--- config.mk ---
export PLATFORM = sky130hd
export DESIGN_NAME = mem_bus_ctrl
export DESIGN_NICKNAME = d
export VERILOG_FILES = /design/src/rtl/mem_bus_ctrl.sv
export SDC_FILE = /design/constraint.sdc
export NUM_CORES = 1
export LEC_CHECK = 0
export BUFFER_PORTS_ARGS = -buffer_cell sky130_fd_sc_hd__clkbuf_2
export CAP_MARGIN = 10
export CELL_PAD_IN_SITES_DETAIL_PLACEMENT = 0
export CELL_PAD_IN_SITES_GLOBAL_PLACEMENT = 1
export CORE_ASPECT_RATIO = 2
export CORE_MARGIN = 2
export CORE_UTILIZATION = 36
export CTS_BUF_LIST = sky130_fd_sc_hd__clkbuf_2
export DETAILED_ROUTE_END_ITERATION = 7
export PLACE_DENSITY = 0.9
export REMOVE_ABC_BUFFERS = 1
export SLEW_MARGIN = 25
export SYNTH_ARGS = -nofsm -noshare
export SYNTH_HDL_FRONTEND = slang
export SYNTH_SLANG_ARGS = --single-unit
export TNS_END_PERCENT = 20
--- constraint.sdc ---
create_clock -name clk -period 2.4 [get_ports clk]
set_input_delay 0.48 -clock clk [delete_from_list [all_inputs] [get_ports clk]]
set_output_delay 0.48 -clock clk [all_outputs]
set_load 0.1 [all_outputs]
--- src/rtl/mem_bus_ctrl.sv ---
`default_nettype none
// ============================================================================
// Module   : mem_bus_ctrl
// Purpose  : M-stage load/store sequencer driving a single-beat req/ack bus
//            with alignment exceptions and a WAIT-state timeout.
// Revision : 1.0  initial release
// ============================================================================
module mem_bus_ctrl #(
    parameter int unsigned TIMEOUT = 16
) (
    input  logic        clk,
    input  logic        reset,
    input  logic        m_valid,
    input  logic [5:0]  m_op,
    input  logic [31:0] m_addr,
    input  logic [31:0] m_wdata,
    output logic        bus_req,
    output logic        bus_we,
    output logic [31:0] bus_addr,
    output logic [3:0]  bus_byteen,
    output logic [31:0] bus_wdata,
    input  logic        bus_ack,
    input  logic [31:0] bus_rdata,
    output logic        ld_valid,
    output logic [31:0] ld_rdata,
    output logic [1:0]  ld_addr10,
    output logic [5:0]  ld_type,
    output logic        stall,
    output logic        exc_adel,
    output logic        exc_ades,
    output logic        bus_err
);

    localparam logic [5:0] c_op_lw = 6'b100011;
    localparam logic [5:0] c_op_lh = 6'b100001;
    localparam logic [5:0] c_op_lb = 6'b100000;
    localparam logic [5:0] c_op_sw = 6'b101011;
    localparam logic [5:0] c_op_sh = 6'b101001;
    localparam logic [5:0] c_op_sb = 6'b101000;
    localparam logic [7:0] c_cnt_last = 8'(TIMEOUT - 1);

    typedef enum logic [1:0] {
        S_IDLE = 2'd0,
        S_WAIT = 2'd1,
        S_RESP = 2'd2
    } state_t;

    state_t      r_state;
    logic [7:0]  r_cnt;
    logic        r_bus_req;
    logic        r_bus_we;
    logic [31:0] r_bus_addr;
    logic [3:0]  r_bus_byteen;
    logic [31:0] r_bus_wdata;
    logic        r_ld_valid;
    logic [31:0] r_ld_rdata;
    logic [1:0]  r_ld_addr10;
    logic [5:0]  r_ld_type;
    logic        r_bus_err;

    logic        w_is_load;
    logic        w_is_store;
    logic        w_aligned;
    logic        w_accept;
    logic [3:0]  w_byteen;
    logic [31:0] w_wdata;

    always_comb begin
        w_is_load  = 1'b0;
        w_is_store = 1'b0;
        w_aligned  = 1'b1;
        w_byteen   = 4'b1111;
        w_wdata    = 32'd0;
        case (m_op)
            c_op_lw: begin
                w_is_load = 1'b1;
                w_aligned = (m_addr[1:0] == 2'b00);
            end
            c_op_lh: begin
                w_is_load = 1'b1;
                w_aligned = ~m_addr[0];
            end
            c_op_lb: w_is_load = 1'b1;
            c_op_sw: begin
                w_is_store = 1'b1;
                w_aligned  = (m_addr[1:0] == 2'b00);
                w_wdata    = m_wdata;
            end
            c_op_sh: begin
                w_is_store = 1'b1;
                w_aligned  = ~m_addr[0];
                w_byteen   = m_addr[1] ? 4'b1100 : 4'b0011;
                w_wdata    = {2{m_wdata[15:0]}};
            end
            c_op_sb: begin
                w_is_store = 1'b1;
                w_byteen   = 4'b0001 << m_addr[1:0];
                w_wdata    = {4{m_wdata[7:0]}};
            end
            default: ;
        endcase
    end

    assign w_accept = (r_state == S_IDLE) && m_valid && (w_is_load || w_is_store) && w_aligned;

    // Exceptions and stall are combinational so the pipeline sees them in the same cycle.
    assign stall    = w_accept || (r_state == S_WAIT);
    assign exc_adel = (r_state == S_IDLE) && m_valid && w_is_load  && !w_aligned;
    assign exc_ades = (r_state == S_IDLE) && m_valid && w_is_store && !w_aligned;

    always_ff @(posedge clk or negedge reset) begin
        if (!reset) begin
            r_state      <= S_IDLE;
            r_cnt        <= 8'd0;
            r_bus_req    <= 1'b0;
            r_bus_we     <= 1'b0;
            r_bus_addr   <= 32'd0;
            r_bus_byteen <= 4'b0000;
            r_bus_wdata  <= 32'd0;
            r_ld_valid   <= 1'b0;
            r_ld_rdata   <= 32'd0;
            r_ld_addr10  <= 2'b00;
            r_ld_type    <= 6'b000000;
            r_bus_err    <= 1'b0;
        end else begin
            case (r_state)
                S_IDLE: begin
                    if (w_accept) begin
                        r_state      <= S_WAIT;
                        r_cnt        <= 8'd0;
                        r_bus_req    <= 1'b1;
                        r_bus_we     <= w_is_store;
                        r_bus_addr   <= {m_addr[31:2], 2'b00};
                        r_bus_byteen <= w_byteen;
                        r_bus_wdata  <= w_wdata;
                        r_ld_addr10  <= m_addr[1:0];
                        r_ld_type    <= m_op;
                    end
                end
                S_WAIT: begin
                    // Ack is tested first so it wins over a coincident timeout.
                    if (bus_ack) begin
                        r_state    <= S_RESP;
                        r_bus_req  <= 1'b0;
                        r_bus_we   <= 1'b0;
                        if (!r_bus_we) begin
                            r_ld_rdata <= bus_rdata;
                            r_ld_valid <= 1'b1;
                        end
                    end else if (r_cnt == c_cnt_last) begin
                        r_state    <= S_RESP;
                        r_bus_req  <= 1'b0;
                        r_bus_we   <= 1'b0;
                        r_ld_rdata <= 32'd0;
                        r_ld_valid <= 1'b0;
                        r_bus_err  <= 1'b1;
                    end else begin
                        r_cnt <= r_cnt + 8'd1;
                    end
                end
                S_RESP: begin
                    r_state    <= S_IDLE;
                    r_ld_valid <= 1'b0;
                    r_bus_err  <= 1'b0;
                end
                default: r_state <= S_IDLE;
            endcase
        end
    end

    assign bus_req    = r_bus_req;
    assign bus_we     = r_bus_we;
    assign bus_addr   = r_bus_addr;
    assign bus_byteen = r_bus_byteen;
    assign bus_wdata  = r_bus_wdata;
    assign ld_valid   = r_ld_valid;
    assign ld_rdata   = r_ld_rdata;
    assign ld_addr10  = r_ld_addr10;
    assign ld_type    = r_ld_type;
    assign bus_err    = r_bus_err;

endmodule
`default_nettype wire

==> results.toml, run 1 <==
[outcome]
run_status = "finished, violations left"
failing_checks = "setup timing"

[global_routing]
grt_pass1_wl_mm = 25.2
grt_pass1_vias = 5025
grt_remaining_overflow = 0
maximum_number_of_pins_on_one_net_before_global_route_repair = 100
antenna_violations_before_repair = 1
overall_global_routing_resource_usage = 0.212

[synthesis]
synth_enable_flop_cells = 0
ys_seq_elements = 120
ys_seq_area_frac = 0.568
count_of_different_cell_masters_after_synthesis = 44
syn_area_sq_um = 5280
async_flop_share = 1.00
post_synth.cell_area_avg_sq_um = 9.62
synthCells = 549
synth_warnings = 0
main_synth_ff_type = "sky130_fd_sc_hd__dfrtp_1"

[drt]
post-route-drc-count = 0
detailedRoute.firstIterationViolations = 179
viasPerCell = 4.71
vias = 4981
routed_wire_length_per_instance_microns = 15.1
met2_length_mm = 8.61
drtAntennaViolNets = 0
totalWireLength_mm = 15.9
firstDrtPassIters = 5
route.met3.wl_microns = 726
route.layer.met1.wl_mm = 5.70
route.top_layer_used = "met4"

[setup_path]
cp.arrival_ps = 2230
crit_path_cell_trace = "nor2_2 -> nand3_2 -> or3b_4 -> nor3b_2 -> buf_4 -> buf_12"
cpPeakStageDelay_ps = 430
critical_path.endpoint_type = "output pin"
critical_path_source_type = "register"
critPathKind = "reg2out"
crit_slowest_cell = "sky130_fd_sc_hd__dfrtp_1"
worstPathRequired_ps = 1920
timing.critical_path.fanout_max = 2

[finish]
commonest_cells_after_routing_fill_and_taps_aside = "sky130_fd_sc_hd__clkbuf_2 (235), sky130_fd_sc_hd__nand2_1 (219), sky130_fd_sc_hd__dfrtp_1 (120)"
area.sequential_sq_um = 3000
flow.area_growth_from_synthesis_pct = 45.9
n_fill_cell = 1310
multi_input_area_sq_um = 2070
mostFrequentLayoutCell = "sky130_fd_sc_hd__clkbuf_2"
fraction_of_layout_instances_using_a_drive_strength_above_1 = 0.381
post-route-cell-area_sq_um = 7710
layout.nets = 958

[flow_run]
max_cap_violations = 0

[placement]
post-place-ws_ps = -13.5
portBuffers = 218
detailed_place.area_sq_um = 6650
place.detailed.hpwl_mm = 11.0
finalWeightedCongestion = 0.796

[sta]
max_freq_mhz = 369
finalMaxSlewViolations = 0
hold_slack_ps = 103
rsz_0062_raised_after_global_routing = "yes"
maxSlewHeadroom = 0.609
period_minus_slack_ps = 2710
fin_crit_sh = 1.13
final.setup_skew_ps = 27.3
report.final.hold_viol_count = 0
final_setup_violations = 3
postLayoutSetupSlackWorst_ps = -307
tightest_slew_ps = 590

[floorplanning]
design.core.area_sq_um = 14400
start_util = 0.368
die-width_microns = 89.7
floorplan.die_area_sq_um = 15700
io_pins = 221
placement_rows = 62
floorplan.die.height_microns = 175

[clock_tree]
cts_max_level = 4
insertion_delay_ps = 680
cts_made_buffers = 17
clk_path_buf_depth = 2
clkSlewWorstSetupHoldPaths_ps = 170
tritoncts = "yes"
clock-root-buffer = "sky130_fd_sc_hd__clkbuf_2"
clock_sinks = 120

[pwr]
worst_ir_drop_vdd_uv = 500
leakagePower_nw = 4.04
powerDensity_nw_per_um2 = 1010
post-layout-total-power_w = 0.00779

[worst_hold_path]
holdCritPathClass = "in2reg"
## sequential cells by signal, summed over array words and instances, names as in the netlist, 2 cells and up
signal,flops
r_state,2
ld_rdata,32
bus_addr,30
r_cnt,8
ld_type,6
bus_byteen,4
bus_wdata,32
ld_addr10,2
## routing by layer
metal  vias up  track usage
li1       2433            -
met1      2331        0.227
met2       168        0.364
met4         0        0.130
met5         -            0
met3        49       0.0470
## logic make-up after synthesis
logic type               Yosys count  share of synthesized area
buffers and inverters             40                     0.0455
multiplexers                      10                     0.0208
XOR/XNOR                           2                    0.00332
flip-flops                       120                      0.568
AND/OR/NAND/NOR                  264                      0.207
AO/OA/AOI/OAI                    111                      0.152
other                              1                   0.000710
adder cells (fa/ha/maj)            1                    0.00237
## power by group
part | internal, W | switching, W | leakage, nW | total [W]
Combinational | 0.000615 | 0.00323 | 2.32 | 0.00384
Clock | 0.000582 | 0.000753 | 0.152 | 0.00134
Sequential | 0.00239 | 0.000219 | 1.57 | 0.00261
## cells in the mapped netlist, types with 2 or more instances
library cell,count,area (sq um)
sky130_fd_sc_hd__o21ai_0,32,160
sky130_fd_sc_hd__and3_1,4,25.0
sky130_fd_sc_hd__nand3_1,9,45.0
sky130_fd_sc_hd__a31oi_1,2,12.5
sky130_fd_sc_hd__nor3_1,2,10.0
sky130_fd_sc_hd__buf_2,14,70.1
sky130_fd_sc_hd__a22o_1,2,17.5
sky130_fd_sc_hd__o21ai_1,5,25.0
sky130_fd_sc_hd__buf_6,8,90.1
sky130_fd_sc_hd__inv_1,2,7.51
sky130_fd_sc_hd__o21ai_2,28,245
sky130_fd_sc_hd__a21o_1,2,15.0
sky130_fd_sc_hd__buf_4,3,22.5
sky130_fd_sc_hd__nand2_1,220,826
sky130_fd_sc_hd__or2_1,2,12.5
sky130_fd_sc_hd__nor2b_1,3,18.8
sky130_fd_sc_hd__a22oi_1,22,165
sky130_fd_sc_hd__mux2_2,8,90.1
sky130_fd_sc_hd__o31ai_2,7,87.6
sky130_fd_sc_hd__a21oi_1,5,25.0
sky130_fd_sc_hd__nor2_1,10,37.5
sky130_fd_sc_hd__dfrtp_1,120,3000
sky130_fd_sc_hd__and2_1,2,12.5
sky130_fd_sc_hd__mux2i_1,2,20.0
sky130_fd_sc_hd__nor3b_1,2,15.0
sky130_fd_sc_hd__clkbuf_1,11,41.3
sky130_fd_sc_hd__nand2b_1,5,31.3
## critical path, delay by kind of cell, from the launching register on
| kind | cells | cell delay (ps) |
|---|---|---|
| AND/OR/NAND/NOR | 4 | 820 |
| flip-flops | 1 | 430 |
| buffers and inverters | 2 | 300 |
## area by class of cell
class | instances | share of cell area
clock inverter | 11 | 0.0169
sequential | 120 | 0.390
inverter | 3 | 0.00162
timing repair buffer | 319 | 0.278
multi-input combinational | 390 | 0.269
tap | 192 | 0.0312
clock buffer | 21 | 0.0136
antenna | 1 | 0.000325
## worst paths after layout
| check | start | to | slack [ps] | depth (start not counted) |
|---|---|---|---|---|
| worst max-delay path | r_state[0] | exc_adel | -310 | 6 |
| worst max register to register | r_cnt[0] | r_cnt[5] | 440 | 7 |
| max in group asynchronous | reset | bus_addr[8] | 1400 | 3 |
| min in group asynchronous | reset | ld_addr10[0] | 310 | 2 |
| worst min register to register | bus_wdata[3] | bus_wdata[3] | 490 | 2 |
| worst min-delay path | m_wdata[22] | bus_wdata[22] | 100 | 3 |
## what timing repair did
action / CTS / global route
buffers inserted: 2 / 1
setup endpoints to repair: 3 / 3
resized for setup: 5 / 0
hold endpoints to repair: 113 / 0
pin swaps: 1 / 2
hold buffers: 78 / 0
## per-stage QoR
step | utilization | TNS (ps) | std cells
3_3_place_gp | 0.463 | -28.8 | 943
3_5_place_dp | 0.463 | -13.5 | 943
4_1_cts | 0.536 | -908 | 1055
2_1_floorplan | - | -51080 | 513
6_report | 0.537 | -711 | 1057
5_1_grt | 0.537 | -1120 | 1057
Power figures use the tool's default switching activity.
==> run 2: changes to the inputs <==
CORE_UTILIZATION = 35   (was 36)
CTS_BUF_LIST = unset   (was sky130_fd_sc_hd__clkbuf_2)
MAX_ROUTING_LAYER = met4   (was unset)
PLACE_DENSITY = 0.88   (was 0.9)
TNS_END_PERCENT = 10   (was 20)
==> results.toml, run 2 (synthesized netlist as in run 1, its figures left out) <==
[finish]
layout.nets = 876
mostFrequentLayoutCell = "sky130_fd_sc_hd__nand2_1"
commonest_cells_after_routing_fill_and_taps_aside = "sky130_fd_sc_hd__nand2_1 (220), sky130_fd_sc_hd__clkbuf_2 (214), sky130_fd_sc_hd__dfrtp_1 (120)"
area.sequential_sq_um = 3000
antenna_cells = 0
multi_input_area_sq_um = 2060
finalCoreUtilization = 0.493
n_fill_cell = 1475
fraction_of_layout_instances_using_a_drive_strength_above_1 = 0.414
final_cell_count_no_fill = 977
flow.area_growth_from_synthesis_pct = 38.2

[sta]
max_freq_mhz = 428
period_minus_slack_ps = 2340
final_setup_violations = 0
report.final.hold_viol_count = 0
maxSlewHeadroom = 0.561
postLayoutSetupSlackWorst_ps = 61.7
setup_tns_final_ps = 0
rsz_0062_raised_after_global_routing = "yes"
fin_crit_sh = 0.974
final.setup_skew_ps = 14.3
finalMaxSlewViolations = 0
tightest_slew_ps = 657

[drt]
totalWireLength_mm = 15.2
post-route-drc-count = 0
routed_wire_length_per_instance_microns = 15.6
drtAntennaViolNets = 0
vias = 4535
firstDrtPassIters = 5
viasPerCell = 4.64
detailedRoute.firstIterationViolations = 178

[pwr]
worst_ir_drop_vdd_uv = 511
post-layout-total-power_w = 0.00909
leakagePower_nw = 3.86
powerDensity_nw_per_um2 = 1250

[clock_tree]
clkSlewWorstSetupHoldPaths_ps = 50
clock_sinks = 120
clk_path_buf_depth = 2
cts_max_level = 4
clock-root-buffer = "sky130_fd_sc_hd__clkbuf_16"
insertion_delay_ps = 420
tritoncts = "yes"
cts_hold_repair.buffers = 0
cts_made_buffers = 17

[placement]
place_inst = 941
post-place-ws_ps = 38.9
finalWeightedCongestion = 0.779
portBuffers = 218
place.detailed.hpwl_mm = 11.1

[global_routing]
grt_pass1_vias = 4439
antenna_violations_before_repair = 0
grt_pass1_wl_mm = 23.5
overall_global_routing_resource_usage = 0.195
grt_remaining_overflow = 0
maximum_number_of_pins_on_one_net_before_global_route_repair = 100

[floorplanning]
floorplan.die_area_sq_um = 16200
start_util = 0.357
placement_rows = 63
floorplan.die.height_microns = 178
die-width_microns = 90.9
design.core.area_sq_um = 14800
io_pins = 221

[setup_path]
crit_path_cell_trace = "nor2_1 -> nand3_1 -> or3b_4 -> nor3b_2 -> buf_4 -> buf_12"
setup.reg_to_reg.worst_slack_ps = 410
cp_num_buf_inv = 2
critPathKind = "reg2out"
critical_path.endpoint_type = "output pin"
timing.critical_path.fanout_max = 2
cp.arrival_ps = 1860
crit_slowest_cell = "sky130_fd_sc_hd__or3b_4"
worst_path_dominant_cell_family = "simple AND/OR/NAND/NOR gates"
worstPathRequired_ps = 1920
start_of_the_worst_register_to_register_path = "r_cnt[0]"
cpPeakStageDelay_ps = 420
crit-reg2reg-capture = "r_cnt[2]"
r2r_cells = 7
critical_path_source_type = "register"

[flow_run]
max_cap_violations = 0

[worst_hold_path]
holdCritPathClass = "in2async"

[outcome]
run_status = "finished clean"
-- run 2: cell types whose count changed in the layout (fill, tap and decap cells not counted), moves of 2 or more --
| cell | previous run | this run |
|---|---|---|
| sky130_fd_sc_hd__clkbuf_16 | 0 | 17 |
| sky130_fd_sc_hd__clkbuf_2 | 235 | 214 |
| sky130_fd_sc_hd__buf_4 | 20 | 15 |
| sky130_fd_sc_hd__dlygate4sd3_1 | 78 | 0 |
| sky130_fd_sc_hd__clkinv_1 | 2 | 0 |
| sky130_fd_sc_hd__clkinv_4 | 0 | 6 |
| sky130_fd_sc_hd__clkinv_2 | 6 | 3 |
-- run 2: routing by layer --
layer	part of all wire	vias up	track usage
li1	-	2254	-
met1	0.39	2127	0.216
met2	0.56	144	0.345
met3	0.041	10	0.0382
met4	0.011	0	0.0777
met5	0	-	-
-- run 2: repair_timing --
item,4_1_cts,5_1_grt
pin swaps,0,4
cloned,0,0
buffers inserted,2,2
gates resized for setup,2,0
endpoints found under the setup margin,2,1
-- run 2: how the worst max path moves through the flow --
| stage | from | end | slack (ps) | depth (start not counted) |
|---|---|---|---|---|
| floorplan | m_op[5] | stall | -1690 | 4 |
| global placement | m_op[2] | exc_adel | 40 | 7 |
| detailed placement | m_op[2] | exc_adel | 40 | 7 |
| CTS | r_state[0] | exc_adel | 10 | 6 |
| global route | r_state[0] | exc_adel | -30 | 6 |
| finish | r_state[0] | exc_adel | 60 | 6 |
-- run 2: worst register-to-register path: stages (launching register included) --
cell	delay, ps
sky130_fd_sc_hd__dfrtp_1	420
sky130_fd_sc_hd__ha_1	230
sky130_fd_sc_hd__and3_1	270
sky130_fd_sc_hd__a211o_2	400
sky130_fd_sc_hd__o21a_2	200
sky130_fd_sc_hd__clkinv_2	80
sky130_fd_sc_hd__o21ai_0	90
sky130_fd_sc_hd__a21o_1	190
-- run 2: cell type report --
cell class,instances,area share
tap,195,0.0334
timing repair buffer,237,0.184
clock buffer,18,0.0601
inverter,3,0.00171
sequential,120,0.411
multi-input combinational,390,0.282
clock inverter,14,0.0272
-- run 2: power breakdown --
part,internal (W),leakage [nW],switching [W]
combinational,0.000532,1.97,0.00320
clock,0.00177,0.310,0.000959
sequential,0.00240,1.57,0.000223
-- run 2: metrics by stage --
step,cell area [sq um],hold WS (ps)
6_report,7300,35.3
5_1_grt,7300,40.9
4_1_cts,7290,32.7
3_5_place_dp,6630,451
3_3_place_gp,6630,450
2_1_floorplan,5060,184
